==> src/rtl/gpr_writeback.sv <==
// GPR write-port controller: merges in-order load responses and ALU results onto one
// registered write port, buffering ALU results and tracking outstanding load tags for hazards.
module gpr_writeback #(
  parameter int ALU_DEPTH = 2,
  parameter int LDQ_DEPTH = 4
) (
  input  logic        clk,
  input  logic        reset,
  input  logic        alu_valid,
  input  logic [4:0]  alu_rd,
  input  logic [31:0] alu_data,
  output logic        alu_ready,
  input  logic        ld_issue,
  input  logic [4:0]  ld_issue_rd,
  output logic        ld_issue_ready,
  input  logic        ld_valid,
  input  logic [31:0] ld_data,
  input  logic [4:0]  rs1,
  input  logic [4:0]  rs2,
  input  logic [4:0]  chk_rd,
  output logic        stall,
  output logic        reg_write,
  output logic [4:0]  rd,
  output logic [31:0] data_write,
  output logic        ld_err
);
  localparam int AW = $clog2(ALU_DEPTH);
  localparam int LW = $clog2(LDQ_DEPTH);
  localparam logic [AW:0] ALU_FULL = ALU_DEPTH[AW:0];
  localparam logic [LW:0] LDQ_FULL = LDQ_DEPTH[LW:0];

  // Handshakes: alu result transfers on alu_valid & alu_ready, load tag on
  // ld_issue & ld_issue_ready; ld_valid has no back-pressure and must be taken.
  logic [4:0]    alu_rd_q   [ALU_DEPTH];
  logic [31:0]   alu_data_q [ALU_DEPTH];
  logic [AW-1:0] alu_wptr_q, alu_wptr_d, alu_rptr_q, alu_rptr_d;
  logic [AW:0]   alu_cnt_q, alu_cnt_d;
  logic [4:0]    ldq_rd_q   [LDQ_DEPTH];
  logic [LW-1:0] ldq_wptr_q, ldq_wptr_d, ldq_rptr_q, ldq_rptr_d;
  logic [LW:0]   ldq_cnt_q, ldq_cnt_d;
  logic          reg_write_q, reg_write_d, ld_err_q, ld_err_d;
  logic [4:0]    rd_q, rd_d;
  logic [31:0]   data_q, data_d;

  logic          alu_acc, alu_push, alu_pop, alu_bypass, ldq_push, ldq_pop, sel_any;
  logic [4:0]    sel_rd;
  logic [31:0]   sel_data;
  logic [AW-1:0] aoff;
  logic [LW-1:0] loff;

  assign alu_ready      = (alu_cnt_q != ALU_FULL);
  assign ld_issue_ready = (ldq_cnt_q != LDQ_FULL);
  assign reg_write      = reg_write_q;
  assign rd             = rd_q;
  assign data_write     = data_q;
  assign ld_err         = ld_err_q;

  function automatic logic src_hit(input logic [4:0] r, input logic [4:0] a, input logic [4:0] b);
    return (r != 5'd0) && ((r == a) || (r == b));
  endfunction

  // Write selection: a load response always owns the port, even a dropped one.
  always_comb begin
    alu_acc    = alu_valid & alu_ready;
    ldq_push   = ld_issue & ld_issue_ready;
    ldq_pop    = ld_valid & (ldq_cnt_q != '0);
    alu_pop    = 1'b0;
    alu_bypass = 1'b0;
    sel_any    = 1'b0;
    sel_rd     = '0;
    sel_data   = '0;
    if (ld_valid) begin
      sel_any  = ldq_pop;
      sel_rd   = ldq_rd_q[ldq_rptr_q];
      sel_data = ld_data;
    end else if (alu_cnt_q != '0) begin
      alu_pop  = 1'b1;
      sel_any  = 1'b1;
      sel_rd   = alu_rd_q[alu_rptr_q];
      sel_data = alu_data_q[alu_rptr_q];
    end else if (alu_acc) begin
      alu_bypass = 1'b1;
      sel_any    = 1'b1;
      sel_rd     = alu_rd;
      sel_data   = alu_data;
    end
    alu_push = alu_acc & ~alu_bypass;

    alu_wptr_d  = alu_push ? alu_wptr_q + 1'b1 : alu_wptr_q;
    alu_rptr_d  = alu_pop  ? alu_rptr_q + 1'b1 : alu_rptr_q;
    alu_cnt_d   = alu_cnt_q + {{AW{1'b0}}, alu_push} - {{AW{1'b0}}, alu_pop};
    ldq_wptr_d  = ldq_push ? ldq_wptr_q + 1'b1 : ldq_wptr_q;
    ldq_rptr_d  = ldq_pop  ? ldq_rptr_q + 1'b1 : ldq_rptr_q;
    ldq_cnt_d   = ldq_cnt_q + {{LW{1'b0}}, ldq_push} - {{LW{1'b0}}, ldq_pop};
    reg_write_d = sel_any & (sel_rd != 5'd0);
    rd_d        = sel_any ? sel_rd : rd_q;
    data_d      = sel_any ? sel_data : data_q;
    ld_err_d    = ld_err_q | (ld_valid & (ldq_cnt_q == '0));
  end

  // An entry is live when its distance from the read pointer is below the occupancy.
  always_comb begin
    stall = reg_write_q && src_hit(rd_q, rs1, rs2);
    aoff  = '0;
    loff  = '0;
    for (int i = 0; i < ALU_DEPTH; i++) begin
      aoff = AW'(i) - alu_rptr_q;
      if (({1'b0, aoff} < alu_cnt_q) && src_hit(alu_rd_q[i], rs1, rs2)) stall = 1'b1;
    end
    for (int i = 0; i < LDQ_DEPTH; i++) begin
      loff = LW'(i) - ldq_rptr_q;
      if ({1'b0, loff} < ldq_cnt_q) begin
        if (src_hit(ldq_rd_q[i], rs1, rs2)) stall = 1'b1;
        if ((chk_rd != 5'd0) && (chk_rd == ldq_rd_q[i])) stall = 1'b1;
      end
    end
  end

  always_ff @(posedge clk or negedge reset) begin
    if (!reset) begin
      alu_wptr_q  <= '0;
      alu_rptr_q  <= '0;
      alu_cnt_q   <= '0;
      ldq_wptr_q  <= '0;
      ldq_rptr_q  <= '0;
      ldq_cnt_q   <= '0;
      reg_write_q <= 1'b0;
      rd_q        <= '0;
      data_q      <= '0;
      ld_err_q    <= 1'b0;
    end else begin
      alu_wptr_q  <= alu_wptr_d;
      alu_rptr_q  <= alu_rptr_d;
      alu_cnt_q   <= alu_cnt_d;
      ldq_wptr_q  <= ldq_wptr_d;
      ldq_rptr_q  <= ldq_rptr_d;
      ldq_cnt_q   <= ldq_cnt_d;
      reg_write_q <= reg_write_d;
      rd_q        <= rd_d;
      data_q      <= data_d;
      ld_err_q    <= ld_err_d;
    end
  end

  // Storage needs no reset: occupancy counters gate every read.
  always_ff @(posedge clk) begin
    if (alu_push) begin
      alu_rd_q[alu_wptr_q]   <= alu_rd;
      alu_data_q[alu_wptr_q] <= alu_data;
    end
    if (ldq_push) ldq_rd_q[ldq_wptr_q] <= ld_issue_rd;
  end
endmodule
==> config.mk <==
export PLATFORM = sky130hd
export DESIGN_NAME = gpr_writeback
export DESIGN_NICKNAME = d
export VERILOG_FILES = /design/src/rtl/gpr_writeback.sv
export SDC_FILE = /design/constraint.sdc
export NUM_CORES = 1
export LEC_CHECK = 0
export CORE_ASPECT_RATIO = 1.2
export CORE_MARGIN = 4
export CORE_UTILIZATION = 57
export DETAILED_ROUTE_END_ITERATION = 7
export PLACE_DENSITY_LB_ADDON = 0.05
export SLEW_MARGIN = 20
export SYNTH_ARGS = -nofsm -noshare
export SYNTH_HDL_FRONTEND = slang
export SYNTH_SLANG_ARGS = --single-unit
==> constraint.sdc <==
create_clock -name clk -period 7.79 [get_ports clk]
set_input_delay 2.337 -clock clk [delete_from_list [all_inputs] [get_ports clk]]
set_output_delay 2.337 -clock clk [all_outputs]
set_load 0.01 [all_outputs]
==> summary.md <==
| Metric | Value |
|---|---|
| Max Fclk | 135.3 MHz |
| Placed cell count | 863 |
| Wire per inst | 19.72 um |
| Clk root buf | clkbuf_16 |
| WP data required | 5.45 ns |
| Mapped Cells | 606 |
| Fin cells | 897 |
| PortBufs | 135 |
| Critical path class | input pin to primary output |
| Detailed Route WL | 17690 um |
| Post-synthesis sequential area ratio | 56.05% |
| Period utilization | 94.87% |
| Worst-Margin Slew | 1.035 ns |
| Area of the core | 0.01228 mm^2 |
| Syn_nets | 713 |
| Pwr Total | 3.276 mW |
| RSZ-0062 raised after global routing | no |
| Syn-to-layout area delta | 27.96% |
| GPL Wtd Cong | 0.8869 |
| Vias per cell | 5.875 |
| Detailed Route Iter0 Violations | 336 |
| Leading area contributor after synthesis | edfxtp_1 |
| Final number of hold-violating endpoints | 0 |
| Synth top area share | 38.84% |
| IO Count | 136 |
| Critical path data arrival time | 5.05 ns |
| Clock latency on the worst-skew pair | 0.40 ns |
| Netlist cell types | 42 |
| Kind of end point of the critical path | primary output |
| P_leak | 3.495 nW |
| TritonRoute pass-1 iters | 4 |
| Ys Warns | 0 |
| Hpwl dp | 12210 um |
| Via count | 5270 |
| Clock slew at reported path FFs | 0.06 ns |
| CP startpoint kind | input pin |
| PD cells | 352.2 mW/mm^2 |
| Hold-critical path depth | 1 |
| Layout Nets | 830 |
| Post-CTS setup repair buffer count | 0 |
| # diodes | 0 |
| Tmin final | 7.391 ns |
| First-pass GRT wire length | 28730 um |
| Fill count | 815 |
| Synth Cell Area | 0.007268 mm^2 |
| Starting Density | 59.20% |
| Comb pwr share | 37.1% |
| Clock Skew | 0.009539 ns |
| Final Max Slew Viols | 0 |
| Sw frac | 34.05% |
| Post-synth EDFFs | 94 |
| Setup WS pre-CTS | 0.4094 ns |
| Crit Path Max Fanout | 5 |
| Hold crit path type | register to register |
| Row count | 44 |
| H-tree depth | 4 |
| Layout cells sized above 1 | 7.337% |
| Hold Startpoint | ld_err |
| Reg2Reg Setup Slack | 5.20 ns |
| Post-cts sizing count | 0 |
| Switch Pwr | 1.115 mW |
| Outcome | completed |
| RR Startpoint | alu_cnt_q[0] |
| Final worst slack | 0.3993 ns |
| Final ANT Viol Nets | 0 |
| Synth Area per Inst | 11.99 um^2 |
| Synth cell count leaders | edfxtp_1, nor2_1, xnor2_1 |
| Die Y | 131.7 um |
| Dominant synthesized flop cell | edfxtp_1 |
| Tot GR Track Use | 24.40% |
| GRT overflow | 0 |
| Internal | 2.160 mW |
| MaxCap Viol Count | 0 |
| Hold Path Sink | ld_err |
| Reg2reg path depth | 9 |
| # clock sinks | 144 |
| Rel. slew slack | 31.01% |
| Worst IR Drop VDD | 219.9 uV |
| Initial antenna violation count | 0 |
| DRC viols | 0 |
| Cts hold-fix bufs | 0 |
| Number of global-route vias before repair | 5715 |
| CTS tree | built |
| Sequential Area | 0.004075 mm^2 |
| #FFs+latches synth | 144 |
| Die X | 111.1 um |
| Largest net degree at the start of global routing | 71 |
| Most frequent cell after synthesis | edfxtp_1 |
| Clock buffer count from CTS | 17 |
| Final Setup Violations | 0 |
| Clock network power share | 23.8% |
| Die Area | 0.01463 mm^2 |
| Clock Path Buffers | 2 |
| Final setup TNS | 0 ns |
| Post-synth ARST share | 34.72% |
| Multi-input logic area | 0.002958 mm^2 |
| Reg2reg end | alu_cnt_q[1] |
| Synth top area cells | edfxtp_1, dfrtp_1, xnor2_1, mux2i_1, xor2_1 |
| Reg power frac | 39.2% |
worst max-delay path by stage:
stage | cells past startpoint | to | slack (ns) | from
5_1_grt | 8 | stall | 0.26 | chk_rd[1]
3_5_place_dp | 8 | stall | 0.41 | chk_rd[1]
3_3_place_gp | 8 | stall | 0.48 | chk_rd[1]
4_1_cts | 8 | stall | 0.41 | chk_rd[1]
6_report | 8 | stall | 0.40 | chk_rd[1]
2_1_floorplan | 7 | stall | 1.50 | chk_rd[2]
final cells by class:
type	count	area share [%]
Inverter	16	0.6458
Clock buffer	19	4.655
Tap cell	161	2.166
Multi-Input combinational cell	402	31.80
Clock inverter	13	1.493
Sequential cell	144	43.82
Timing Repair Buffer	142	15.42
kinds of logic (layout without fill, tap and decap cells):
kind of cell | Yosys count | count (layout) | synth area share, %
flops | 144 | 144 | 56.05
fa+ha+maj | 13 | 13 | 2.341
buf+inv | 60 | 190 | 3.684
simple gates | 142 | 142 | 9.331
mux | 49 | 49 | 7.660
xor+xnor | 100 | 100 | 12.05
compound gates | 98 | 98 | 8.883
placed cells by master (no fill, tap or decap), types with 4 or more instances in the layout:
master	n
a21oi_1	47
or4_1	7
clkdlybuf4s50_1	133
mux2i_1	41
mux4_2	5
nor2_1	72
xor2_1	42
nand2_1	6
and3_1	4
nor3_1	8
nor4_1	12
o32ai_1	5
clkbuf_16	17
ha_1	12
edfxtp_1	94
a221oi_1	29
xnor2_1	58
o21ai_0	6
buf_4	5
dfrtp_1	49
nand3_1	18
inv_1	16
registers in the layout (all words and copies together) (netlist names):
name        count
alu_rd_q       10
rd              5
ld_err          1
ldq_wptr_q      2
data_write     32
alu_cnt_q       2
alu_wptr_q      1
ldq_rd_q       20
alu_rptr_q      1
ldq_cnt_q       3
alu_data_q     64
ldq_rptr_q      2
reg_write       1
critical path: stages:
cell and delay (ns):
clkdlybuf4s50_1 0.54, or4_4 0.60, nor2_4 0.13, nor4_1 0.08
o32ai_1 0.30, nand4_1 0.18, or3_1 0.40, clkdlybuf4s50_1 0.48
per-layer routing:
metal	wire, um	track usage [%]	vias up
met3	1158	6.072	31
met4	382	8.316	0
met2	9193	44.13	211
li1	-	-	2441
met1	6954	28.23	2587
met5	0	0	-
power by group through the flow:
| stage | Combinational, mW | Clock (mW) | Sequential [mW] |
|---|---|---|---|
| after floorplan | 0.721 | 0 | 1.26 |
| after CTS | 1.21 | 0.787 | 1.29 |
| final | 1.21 | 0.779 | 1.28 |
| after detailed placement | 1.19 | 0 | 1.30 |
| after global placement | 1.16 | 0 | 1.28 |
| after global routing | 1.33 | 0.824 | 1.32 |
metrics by stage:
| stage | hold WS, ns | instance area, um^2 | util [%] |
|---|---|---|---|
| after floorplan | 0.4681 | 7268 | - |
| after CTS | 0.5059 | 9245 | 75.31 |
| final | 0.5072 | 9300 | 75.75 |
| after global placement | 0.4913 | 8673 | 70.65 |
| after global routing | 0.5335 | 9300 | 75.75 |
| after detailed placement | 0.4933 | 8673 | 70.65 |
No activity file was read; power rests on OpenSTA's default activity.
